File: src/rtl/jtframe_spi_upload.sv
`default_nettype none
// ============================================================================
// Module   : jtframe_spi_upload
// Purpose  : SPI mode-0 slave transmitter for the core->ARM upload path
//            (NVRAM / hiscore). After the ARM sends the UPLOAD_CMD byte,
//            game memory is streamed out on SPI_DO one byte per 8 SCKs,
//            starting at address 0. SPI inputs are oversampled in clk.
// Ports    : clk, rst_n          - system clock, async active-low reset
//            spi_sck/ss/di       - SPI inputs from the ARM (asynchronous)
//            spi_do, spi_do_oe   - SPI data out (MSB first) and its enable
//            ioctl_addr/rd/din   - memory read port (din valid DIN_LAT clks
//                                  after the rd strobe)
//            upload              - high while an upload session is active
//            chksum              - mod-256 sum of the bytes sent
// Options  : JTFRAME_UPLOAD_CHKSUM_EN enables the checksum accumulator;
//            without it chksum is tied to zero.
// Revision : 1.0 - initial release
// ============================================================================
module jtframe_spi_upload #(
  parameter int         AW         = 16,
  parameter logic [7:0] UPLOAD_CMD = 8'h54,
  parameter int         DIN_LAT    = 1
) (
  input  logic          clk,
  input  logic          rst_n,
  input  logic          spi_sck,
  input  logic          spi_ss,
  input  logic          spi_di,
  output logic          spi_do,
  output logic          spi_do_oe,
  output logic [AW-1:0] ioctl_addr,
  output logic          ioctl_rd,
  input  logic [7:0]    ioctl_din,
  output logic          upload,
  output logic [7:0]    chksum
);

  typedef enum logic [1:0] {
    ST_IDLE   = 2'd0,
    ST_CMD    = 2'd1,
    ST_XFER   = 2'd2,
    ST_IGNORE = 2'd3
  } state_t;

  state_t state_q, state_d;

  // Synchronisers; sck carries one extra stage for edge detection
  logic [2:0] sck_sync_q, sck_sync_d;
  logic [1:0] ss_sync_q, ss_sync_d;
  logic [1:0] di_sync_q, di_sync_d;

  logic [2:0]    bit_cnt_q, bit_cnt_d;    // rising edges within a byte
  logic [6:0]    cmd_sh_q, cmd_sh_d;      // first 7 command bits
  logic [6:0]    shift_q, shift_d;        // remaining output bits
  logic [3:0]    fall_cnt_q, fall_cnt_d;  // falls of the byte on DO (0..8)
  logic          ld_pend_q, ld_pend_d;    // next fall loads the shadow byte
  logic [7:0]    shadow_q, shadow_d;
  logic [AW-1:0] addr_q, addr_d;
  logic          rd_q, rd_d;
  logic          do_q, do_d;
  logic          oe_q, oe_d;
  logic          upload_q, upload_d;
  logic [DIN_LAT-1:0] rd_pipe_q, rd_pipe_d;

  logic sck_rise, sck_fall, ss_hi, di_s;

  assign sck_rise = sck_sync_q[1] & ~sck_sync_q[2];
  assign sck_fall = ~sck_sync_q[1] & sck_sync_q[2];
  assign ss_hi    = ss_sync_q[1];
  assign di_s     = di_sync_q[1];

  // Delay line marking the cycle in which ioctl_din carries the read data
  generate
    if (DIN_LAT == 1) begin : g_lat1
      assign rd_pipe_d = rd_q;
    end else begin : g_lat2
      assign rd_pipe_d = {rd_pipe_q[DIN_LAT-2:0], rd_q};
    end
  endgenerate

  always_comb begin
    sck_sync_d = {sck_sync_q[1:0], spi_sck};
    ss_sync_d  = {ss_sync_q[0], spi_ss};
    di_sync_d  = {di_sync_q[0], spi_di};

    state_d    = state_q;
    bit_cnt_d  = bit_cnt_q;
    cmd_sh_d   = cmd_sh_q;
    shift_d    = shift_q;
    fall_cnt_d = fall_cnt_q;
    ld_pend_d  = ld_pend_q;
    addr_d     = addr_q;
    rd_d       = 1'b0;
    do_d       = do_q;
    oe_d       = oe_q;
    upload_d   = upload_q;
    shadow_d   = rd_pipe_q[DIN_LAT-1] ? ioctl_din : shadow_q;

    if (ss_hi) begin
      // Deselect wins over any SCK edge seen in the same cycle
      state_d    = ST_IDLE;
      bit_cnt_d  = 3'd0;
      fall_cnt_d = 4'd0;
      ld_pend_d  = 1'b0;
      oe_d       = 1'b0;
      upload_d   = 1'b0;
      do_d       = 1'b0;
    end else begin
      case (state_q)
        ST_IDLE: begin
          state_d   = ST_CMD;
          bit_cnt_d = 3'd0;
        end
        ST_CMD: begin
          if (sck_rise) begin
            cmd_sh_d  = {cmd_sh_q[5:0], di_s};
            bit_cnt_d = bit_cnt_q + 3'd1;
            if (bit_cnt_q == 3'd7) begin
              if ({cmd_sh_q, di_s} == UPLOAD_CMD) begin
                state_d    = ST_XFER;
                addr_d     = '0;
                rd_d       = 1'b1;
                upload_d   = 1'b1;
                oe_d       = 1'b1;
                ld_pend_d  = 1'b1;
                fall_cnt_d = 4'd0;
              end else begin
                state_d = ST_IGNORE;
              end
            end
          end
        end
        ST_XFER: begin
          if (sck_rise) begin
            bit_cnt_d = bit_cnt_q + 3'd1;
            if (bit_cnt_q == 3'd7) begin
              // Last bit sampled by the ARM: fetch the following byte
              addr_d    = addr_q + {{(AW-1){1'b0}}, 1'b1};
              rd_d      = 1'b1;
              ld_pend_d = 1'b1;
            end
          end
          if (sck_fall) begin
            if (ld_pend_q) begin
              shift_d    = shadow_q[6:0];
              do_d       = shadow_q[7];
              fall_cnt_d = 4'd1;
              ld_pend_d  = 1'b0;
            end else if (fall_cnt_q != 4'd0 && fall_cnt_q < 4'd8) begin
              shift_d    = {shift_q[5:0], 1'b0};
              do_d       = shift_q[6];
              fall_cnt_d = fall_cnt_q + 4'd1;
            end
          end
        end
        default: begin
          // ST_IGNORE: silent until deselect
        end
      endcase
    end
  end

  always_ff @(posedge clk or negedge rst_n) begin
    if (!rst_n) begin
      sck_sync_q <= 3'b000;
      ss_sync_q  <= 2'b11;
      di_sync_q  <= 2'b00;
      state_q    <= ST_IDLE;
      bit_cnt_q  <= 3'd0;
      cmd_sh_q   <= 7'd0;
      shift_q    <= 7'd0;
      fall_cnt_q <= 4'd0;
      ld_pend_q  <= 1'b0;
      shadow_q   <= 8'd0;
      addr_q     <= '0;
      rd_q       <= 1'b0;
      do_q       <= 1'b0;
      oe_q       <= 1'b0;
      upload_q   <= 1'b0;
      rd_pipe_q  <= '0;
    end else begin
      sck_sync_q <= sck_sync_d;
      ss_sync_q  <= ss_sync_d;
      di_sync_q  <= di_sync_d;
      state_q    <= state_d;
      bit_cnt_q  <= bit_cnt_d;
      cmd_sh_q   <= cmd_sh_d;
      shift_q    <= shift_d;
      fall_cnt_q <= fall_cnt_d;
      ld_pend_q  <= ld_pend_d;
      shadow_q   <= shadow_d;
      addr_q     <= addr_d;
      rd_q       <= rd_d;
      do_q       <= do_d;
      oe_q       <= oe_d;
      upload_q   <= upload_d;
      rd_pipe_q  <= rd_pipe_d;
    end
  end

`ifdef JTFRAME_UPLOAD_CHKSUM_EN
  // A byte counts once its 8th fall has put its last bit on DO
  logic [7:0] chksum_q, chksum_d;
  logic [7:0] byte_q, byte_d;
  logic       xfer_entry, byte_load, byte_done;

  assign xfer_entry = (state_q != ST_XFER) && (state_d == ST_XFER);
  assign byte_load  = !ss_hi && (state_q == ST_XFER) && sck_fall && ld_pend_q;
  assign byte_done  = !ss_hi && (state_q == ST_XFER) && sck_fall && !ld_pend_q &&
                      (fall_cnt_q == 4'd7);

  always_comb begin
    byte_d   = byte_load ? shadow_q : byte_q;
    chksum_d = chksum_q;
    if (xfer_entry) begin
      chksum_d = 8'd0;
    end else if (byte_done) begin
      chksum_d = chksum_q + byte_q;
    end
  end

  always_ff @(posedge clk or negedge rst_n) begin
    if (!rst_n) begin
      chksum_q <= 8'd0;
      byte_q   <= 8'd0;
    end else begin
      chksum_q <= chksum_d;
      byte_q   <= byte_d;
    end
  end

  assign chksum = chksum_q;
`else
  assign chksum = 8'd0;
`endif

  assign spi_do     = do_q;
  assign spi_do_oe  = oe_q;
  assign ioctl_addr = addr_q;
  assign ioctl_rd   = rd_q;
  assign upload     = upload_q;

endmodule
`default_nettype wire

File: config.mk
export PLATFORM = sky130hd
export DESIGN_NAME = jtframe_spi_upload
export DESIGN_NICKNAME = d
export VERILOG_FILES = /design/src/rtl/jtframe_spi_upload.sv
export SDC_FILE = /design/constraint.sdc
export NUM_CORES = 1
export LEC_CHECK = 0
export CAP_MARGIN = 5
export CORE_MARGIN = 5
export CORE_UTILIZATION = 49
export DETAILED_ROUTE_END_ITERATION = 10
export PLACE_DENSITY = 0.75
export SLEW_MARGIN = 25
export SYNTH_ARGS = -nofsm -noshare
export SYNTH_HDL_FRONTEND = slang
export SYNTH_SLANG_ARGS = --single-unit
File: constraint.sdc
create_clock -name clk -period 1.9 [get_ports clk]
set_input_delay 0.38 -clock clk [delete_from_list [all_inputs] [get_ports clk]]
set_output_delay 0.38 -clock clk [all_outputs]
set_load 0.05 [all_outputs]
==> results of run 1 <==
## flip-flops by register name (all words and copies together), names as in the netlist, 2 cells and up
register,cells
shift_q,7
di_sync_q,2
ioctl_addr,16
shadow_q,8
cmd_sh_q,7
sck_sync_q,3
ss_sync_q,2
bit_cnt_q,3
fall_cnt_q,4
state_q,2
## cell families (layout without fill, tap and decap cells)
family,after synthesis,count (layout),share of synthesized area (%)
adder cells (fa/ha/maj),8,8,3.28
flip-flops,59,59,48.4
AND/OR/NAND/NOR,90,90,17.6
multiplexers,25,25,8.89
XOR/XNOR,1,1,0.287
AO/OA/AOI/OAI,70,70,15.9
other,1,8,0.123
buffers and inverters,34,81,5.49
## power groups by stage
| stage | clock network [mW] | registers [mW] | logic (mW) |
|---|---|---|---|
| 2_1_floorplan | 0 | 1.36 | 0.178 |
| 5_1_grt | 1.07 | 1.35 | 0.296 |
| 3_3_place_gp | 0 | 1.36 | 0.264 |
| 4_1_cts | 1.01 | 1.34 | 0.269 |
| 3_5_place_dp | 0 | 1.37 | 0.268 |
| 6_report | 0.982 | 1.34 | 0.267 |
## through the flow
stage / setup slack, ns / hold slack, ns / utilization (%)
global route: -0.0338 / 0.0488 / 61.9
global placement: 0.0258 / 0.335 / 58.6
floorplan: -0.00508 / 0.0844 / -
CTS: 0.00419 / 0.0413 / 61.4
finish: 0.0823 / 0.0188 / 61.9
detailed placement: -0.00953 / 0.335 / 58.6
## cell usage in the layout, fill, tap and decap left out, drive strengths merged, types with 3 or more instances in the layout
cell / n
dfrtp: 57
buf: 43
mux2: 17
nor2: 16
a21oi: 16
nand3: 13
nand2: 13
clkdlybuf4s50: 11
o21ai: 11
inv: 10
o31ai: 10
clkbuf: 9
nor2b: 8
mux2i: 8
ha: 8
conb: 8
nand4: 7
and3: 5
a31oi: 5
a22oi: 5
or3: 5
clkinvlp: 4
and2: 4
and4: 3
o211ai: 3
a32oi: 3
clkinv: 3
o41ai: 3
## timing repair
| item | CTS | global route |
|---|---|---|
| hold endpoints to repair | 0 | 0 |
| gates resized for setup | 1 | 7 |
| setup endpoints to repair | 1 | 12 |
| pin swaps | 0 | 1 |
## worst min-delay path by stage
stage | depth (start not counted) | slack, ns | to
floorplan | 0 | 0.08 | bit_cnt_q[0]$_DFFE_PN0P_
global placement | 0 | 0.33 | sck_sync_q[1]$_DFF_PN0_
detailed placement | 0 | 0.33 | di_sync_q[1]$_DFF_PN0_
CTS | 2 | 0.04 | ioctl_addr[12]$_DFFE_PN0P_
global route | 2 | 0.05 | ioctl_addr[12]$_DFFE_PN0P_
finish | 2 | 0.02 | ioctl_addr[12]$_DFFE_PN0P_
## critical path, cell delays in order (launching register included)
cell and delay, ns:
dfrtp_1 0.40, ha_1 0.20, ha_1 0.19, and4bb_4 0.25, nand4_4 0.10, and2_0 0.29, buf_4 0.18, o21ai_0 0.08
## cell type report
cell class / instances / area share, %
well taps: 75 / 2.53
repair buffers: 55 / 12.3
clock inverters: 7 / 1.21
flip-flops and latches: 59 / 39.9
inverters: 10 / 1.01
clock buffers: 9 / 3.34
multi-input cells: 202 / 39.7
## metal layers
layer	global-route usage, %	up-vias	wire length [microns]
li1	-	1164	-
met2	26.5	77	2900
met1	24.4	1150	2940
met4	8.53	0	102
met3	4.06	11	412
met5	0	-	0
==> results.txt, run 1 <==
- For this design, the CTS-stage hold fixing added 0 buffers.
- Clock-pin slew was measured on the worst setup and hold paths at 0.07 ns.
* Quantity of I/O buffers inserted on ports: 32
- The layout has 510 filler cells.
- The total area inside the core boundary comes to 5990 sq um.
* Ant. Diodes: 0
- The share of total power dissipated in sequential elements is 51.8%.
- Total CTS buffers: 9
* Register cell area after layout: 1480 sq um
* Setup slack, reg-to-reg: 0.08 ns
- Gate count after technology mapping: 288
- Multi-input logic area: 1470 sq um
* Final cell count without fillers: 417
- Switch share: 27.2%
- Vias: 2402
* Global-route wire length before repair: 10800 microns
* Area share of the largest cell type after synthesis: 46.7%
- Setup repair after global routing could not meet its margin everywhere.
- After the first detailed-routing iteration, the DRC count stood at 127.
- In the routed design, unresolved DRC markers number 0.
- The detail route stage leaves a number of antenna-violating nets equal to 0.
- Layout area overhead: 21.5%
- The initial antenna violation count came to 0.
- After detailed routing, the average wire length per cell comes to 15.2 microns.
- Actual transition at the worst max-transition pin: 0.504 ns
- DIE AREA: 7910 sq um
- Number of detailed-route iterations in the first pass: 4
* Total of warnings raised by yosys: 0
- Layout cells sized above 1: 27.2%
- Pwr dens: 698 nW/um^2
- The later pin in the worst-skew pair is clocked with a latency of 0.35 ns.
- Required time at the worst-slack endpoint: 2.11 ns
* Part of the total power dissipated in combinational logic: 10.3%
* Leakage power total: 1.72 nW
- Routability-driven placement finished with a final weighted congestion of 0.864.
* Outcome: finished clean
- STA classifies the critical path startpoint as a register.
- Initial standard-cell utilization of the core: 51.0%
- Fin area: 3710 sq um
- Top-level port count: 41
- The completed layout was analyzed and its total power is 2.59 mW.
- Power spent charging and discharging nets: 705 uW
- Counting every sink on the clock net gives 59.
- Async set-or-reset flop fraction in the synthesized netlist: 100%
- The worst path needs 1.82 ns of the cycle, external delays included.
* Cell total after placement: 401
* Largest net degree at the start of global routing: 60
- Level count of the clock H-tree: 3
* Post-synth top area cell: dfrtp_1
- The mapped netlist covers 3050 sq um.
- The endpoint identified for the worst register-to-register timing path is ioctl_addr[1]$_DFFE_PN0P_.
- Net total in the final layout: 358
- Across the run, the number of max-cap violations was 0.
- Crit share post-route: 95.7%
* Clock tree from TritonCTS: done
* Die Width: 89.0 microns
* Number of flops mapped to enable cells by yosys: 0
* Final setup violating endpoints: 0
- Synth cell count leaders: dfrtp_1 (57), mux2_2 (17), a21oi_1 (16), nor2_1 (16)
- In the post-synthesis netlist, the cell with the most instances is dfrtp_1.
* First element of the critical path: bit_cnt_q[0]$_DFFE_PN0P_
- Most used flip-flop cell after synthesis: dfrtp_1
- In this run the post-CTS setup repair buffer count came out at 0.
- Hold Fails Final Rpt: 0
- Reg-to-reg startpoint: bit_cnt_q[0]$_DFFE_PN0P_
* Type of element capturing the critical path: register
* Height of the die: 89.0 microns
* Design internal power: 1.89 mW
- Of all nets on the critical path, the largest fanout is 6.
* Placed wire-length estimate: 4440 microns
* Total grt overflow: 0
- The number of cells on the worst reg-to-reg path is 7.
- Via count of the first global-routing pass: 2274
- Worst vdd ir: 0.571 mV
- Ranked by total cell area, the synthesized netlist is headed by dfrtp_1 (47%), mux2_2 (6.3%), ha_1 (3.3%).
- Clock buffer depth: 2
* Root buffer selected by CTS: clkbuf_8
- Routed via count divided by cell count: 5.76
- Summed over all failing endpoints, the final setup total negative slack is 0 ns.
- In this run, synthesis produced a sequential element count of 59.
- The share of the Yosys chip area taken by registers is 48.4%.
- For this run, the top clock speed supported by timing is 0.550 GHz.
- Clock network power share: 37.9%
- Critical Setup Path Class: reg -> reg
* Post-synthesis average cell area: 10.6 sq um
- The critical path ends at ioctl_addr[1]$_DFFE_PN0P_.
* Arrival time reported for the critical path endpoint: 2.03 ns
- The worst pin sits at a relative slew slack of 66.4%.
* Layout Skew: 0.0141 ns
- Global-route usage over all layers: 17.7%
- Cell area after placement: 3510 sq um
- The worst hold path belongs to the class in -> async.
- The max-slew violation total from the final report is 0.
- Number of distinct library cell variants in the gate-level netlist after synthesis: 55
* Wire length after detailed routing: 6350 microns
- Row generation in the floorplan step produced 28 rows.
(Power assumes the default switching activity.)
==> run 2: changes to the inputs <==
--- a/config.mk
+++ b/config.mk
@@ -7,9 +7,8 @@
 export LEC_CHECK = 0
 export CAP_MARGIN = 5
 export CORE_MARGIN = 5
-export CORE_UTILIZATION = 49
+export CORE_UTILIZATION = 41
 export DETAILED_ROUTE_END_ITERATION = 10
-export PLACE_DENSITY = 0.75
 export SLEW_MARGIN = 25
 export SYNTH_ARGS = -nofsm -noshare
 export SYNTH_HDL_FRONTEND = slang
==> results.txt, run 2 (synthesized netlist as in run 1, its figures left out) <==
* CTS Hold Buffers Added: 0 (unchanged)
* RSZ-0062 raised after global routing: false (was true)
- Weighted congestion reported at the end of routability-driven placement: 0.843 (was 0.864)
- The part of the power in the clock network came to 43.3% (was 37.9%).
* CP peak stage delay: 0.56 ns (was 0.40 ns)
* Top-level port count: 41 (unchanged)
* Die Width: 96.3 microns (was 89.0 microns)
- The final standard cell area without fillers was 3810 sq um (was 3710 sq um).
- Top Family by Delay on Critical Path: simple AND/OR/NAND/NOR gates (unchanged)
- The shortest period the worst path allows came to 1.82 ns (about the same).
* Startpoint type of the worst setup path: register (unchanged)
* Cell-by-cell trace of the critical path: or4b_4 > or3_4 > nand2_1 > o2bb2a_1 (was ha_1 > ha_1 > and4bb_4 > nand4_4 > and2_0 > buf_4 > o21ai_0)
- First element of the critical path: cmd_sh_q[0]$_DFFE_PN0P_ (was bit_cnt_q[0]$_DFFE_PN0P_)
* Placement-stage worst setup slack: -0.0434 ns (was -0.00953 ns)
* Total grt overflow: 0 (unchanged)
* Crit share post-route: 95.6% (was 95.7%)
- Design internal power: 2.17 mW (was 1.89 mW)
- Power spent charging and discharging nets: 714 uW (was 705 uW)
- Flop pwr share: 46.4% (was 51.8%)
* Cell area after placement: 3560 sq um (was 3510 sq um)
- The share of total power in combinational logic came to 10.4% (was 10.3%).
* Clock Latency Late Sink: 0.34 ns (was 0.35 ns)
- Wire length after detailed routing: 6800 microns (was 6350 microns)
- The element type at the critical path end is a register (unchanged).
- Height of the die: 96.3 microns (was 89.0 microns)
- Cell total after placement: 428 (was 401)
- The detailed-route wire length per cell is 15.3 microns (was 15.2 microns).
* Switch share: 24.7% (was 27.2%)
- The number of endpoints with negative hold slack in the final report is 0 (unchanged).
- The count of buffer and inverter cells on the critical path came to 0 (was 1).
- Core area: 7250 sq um (was 5990 sq um)
- Global-route wire length before repair: 11200 microns (was 10800 microns)
* Final sum of negative setup slack: 0 ns (unchanged)
- Fmax: 0.551 GHz (was 0.550 GHz)
- Layout Skew: 0.00906 ns (was 0.0141 ns)
- The required arrival time at the worst endpoint was 2.12 ns (was 2.11 ns).
* Worst-path fanout max: 8 (was 6)
- Quantity of I/O buffers inserted on ports: 32 (unchanged)
- Clock buffer depth: 2 (unchanged)
* Slowest CP cell: or4b_4 (was dfrtp_1)
- Final core area utilization: 52.5% (was 61.9%)
* Number of detailed-route iterations in the first pass: 4 (unchanged)
- The static leakage is 1.74 nW (was 1.72 nW).
- Arrival time reported for the critical path endpoint: 2.04 ns (was 2.03 ns)
* Residual DRC: 0 (unchanged)
- The clock slew seen by the registers of the worst setup and hold paths is 0.07 ns (about the same).
* Layout area overhead: 24.8% (was 21.5%)
* Ant. Diodes: 0 (unchanged)
- The share of post-route cells with drive strength above 1 is 29.0% (was 27.2%).
* Clock tree from TritonCTS: done (unchanged)
- The classification of the worst-slack hold path is in -> async (unchanged).
* Vias: 2381 (was 2402)
- Clock sink total: 59 (unchanged)
* Number of antenna-violating nets in the routed design: 0 (unchanged)
* Placed wire-length estimate: 4660 microns (was 4440 microns)
* Level count of the clock H-tree: 3 (unchanged)
- Outcome: finished clean (unchanged)
- The net count reported at finish came to 361 (was 358).
* Routed via count divided by cell count: 5.36 (was 5.76)
- The count of endpoints failing setup in the final report was 0 (unchanged).
* Largest net degree at the start of global routing: 60 (unchanged)
- The standard-cell row count is 31 (was 28).
* Commonest cells after routing, fill and taps aside: dfrtp_1 (55), buf_4 (45), mux2_2 (17), a21oi_1 (16), nor2_1 (15) (was dfrtp_1 (55), buf_4 (41), mux2_2 (17), nor2_1 (16), a21oi_1 (16))
- The worst hold margin was 0.0284 ns (was 0.0188 ns).
- Number of violations reported at the end of detailed-routing iteration 0: 79 (was 127)
* Via count of the first global-routing pass: 2311 (was 2274)
- Setup slack of the critical path after layout: 0.0843 ns (was 0.0823 ns)
- Critical Setup Path Class: reg -> reg (unchanged)
- The starting density of the core is 42.1% (was 51.0%).
* Number of max-cap violations: 0 (unchanged)
- Total CTS buffers: 9 (unchanged)
* Commonest non-fill, non-tap cell in the layout: dfrtp_1 (unchanged)
- The max-slew violation total from the final report came to 0 (unchanged).
- Max reg flops: 16 (unchanged)
- DIE AREA: 9280 sq um (was 7910 sq um)
* Layout filler cell count: 687 (was 510)
- The total routing resource utilization after global routing is 15.7% (was 17.7%).
- The power per standard cell area came to 758 nW/um^2 (was 698 nW/um^2).
- The overall power was 2.89 mW (was 2.59 mW).
- Final cell count without fillers: 444 (was 417)
- The worst-case vdd ir drop is 0.445 mV (was 0.571 mV).
- The clock root buffer is clkbuf_8 (unchanged).
- Initial antenna violation count: 0 (unchanged)
* Reg-to-reg startpoint: cmd_sh_q[0]$_DFFE_PN0P_ (was bit_cnt_q[0]$_DFFE_PN0P_)
## run 2: what timing repair did
item	CTS	global route
buffers inserted	0	0
resized for setup	4	8
hold endpoints to repair	0	0
endpoints found under the setup margin	5	8
## run 2: layer usage
layer  wire length, microns  global-route usage (%)  vias to the layer above  share of wire [%]
met5                      0                       0                        -                  0
met4                     48                    4.91                        0               0.71
met3                    314                    5.39                        4                4.6
met2                   3260                    24.7                       49                 48
met1                   3180                    20.3                     1160                 47
li1                       -                       -                     1168                  -
## run 2: area by class of cell
cell class	count	area, sq um	share of cell area, %
Clock inverter	7	92.6	2.43
Sequential cell	59	1480	38.9
Inverter	10	37.5	0.985
Tap cell	99	124	3.25
Timing Repair Buffer	58	473	12.4
Clock buffer	9	124	3.25
Multi-Input combinational cell	202	1480	38.8
## run 2: power by group through the flow
stage,Combinational [mW],Sequential (mW),Clock [mW]
3_3_place_gp,0.297,1.36,0
5_1_grt,0.327,1.34,1.34
3_5_place_dp,0.298,1.36,0
4_1_cts,0.302,1.34,1.29
2_1_floorplan,0.178,1.36,0
6_report,0.300,1.34,1.25
## run 2: path summary, 6_finish.rpt
check	endpoint	slack [ns]	depth (start not counted)
setup / recovery	ld_pend_q$_DFFE_PN0P_	0.08	4
hold / removal	cmd_sh_q[4]$_DFFE_PN0P_	0.03	2
setup reg to reg	ld_pend_q$_DFFE_PN0P_	0.08	4
hold reg to reg	sck_sync_q[1]$_DFF_PN0_	0.35	0
max in group asynchronous	ss_sync_q[1]$_DFF_PN1_	1.56	2
min in group clk	sck_sync_q[1]$_DFF_PN0_	0.35	0
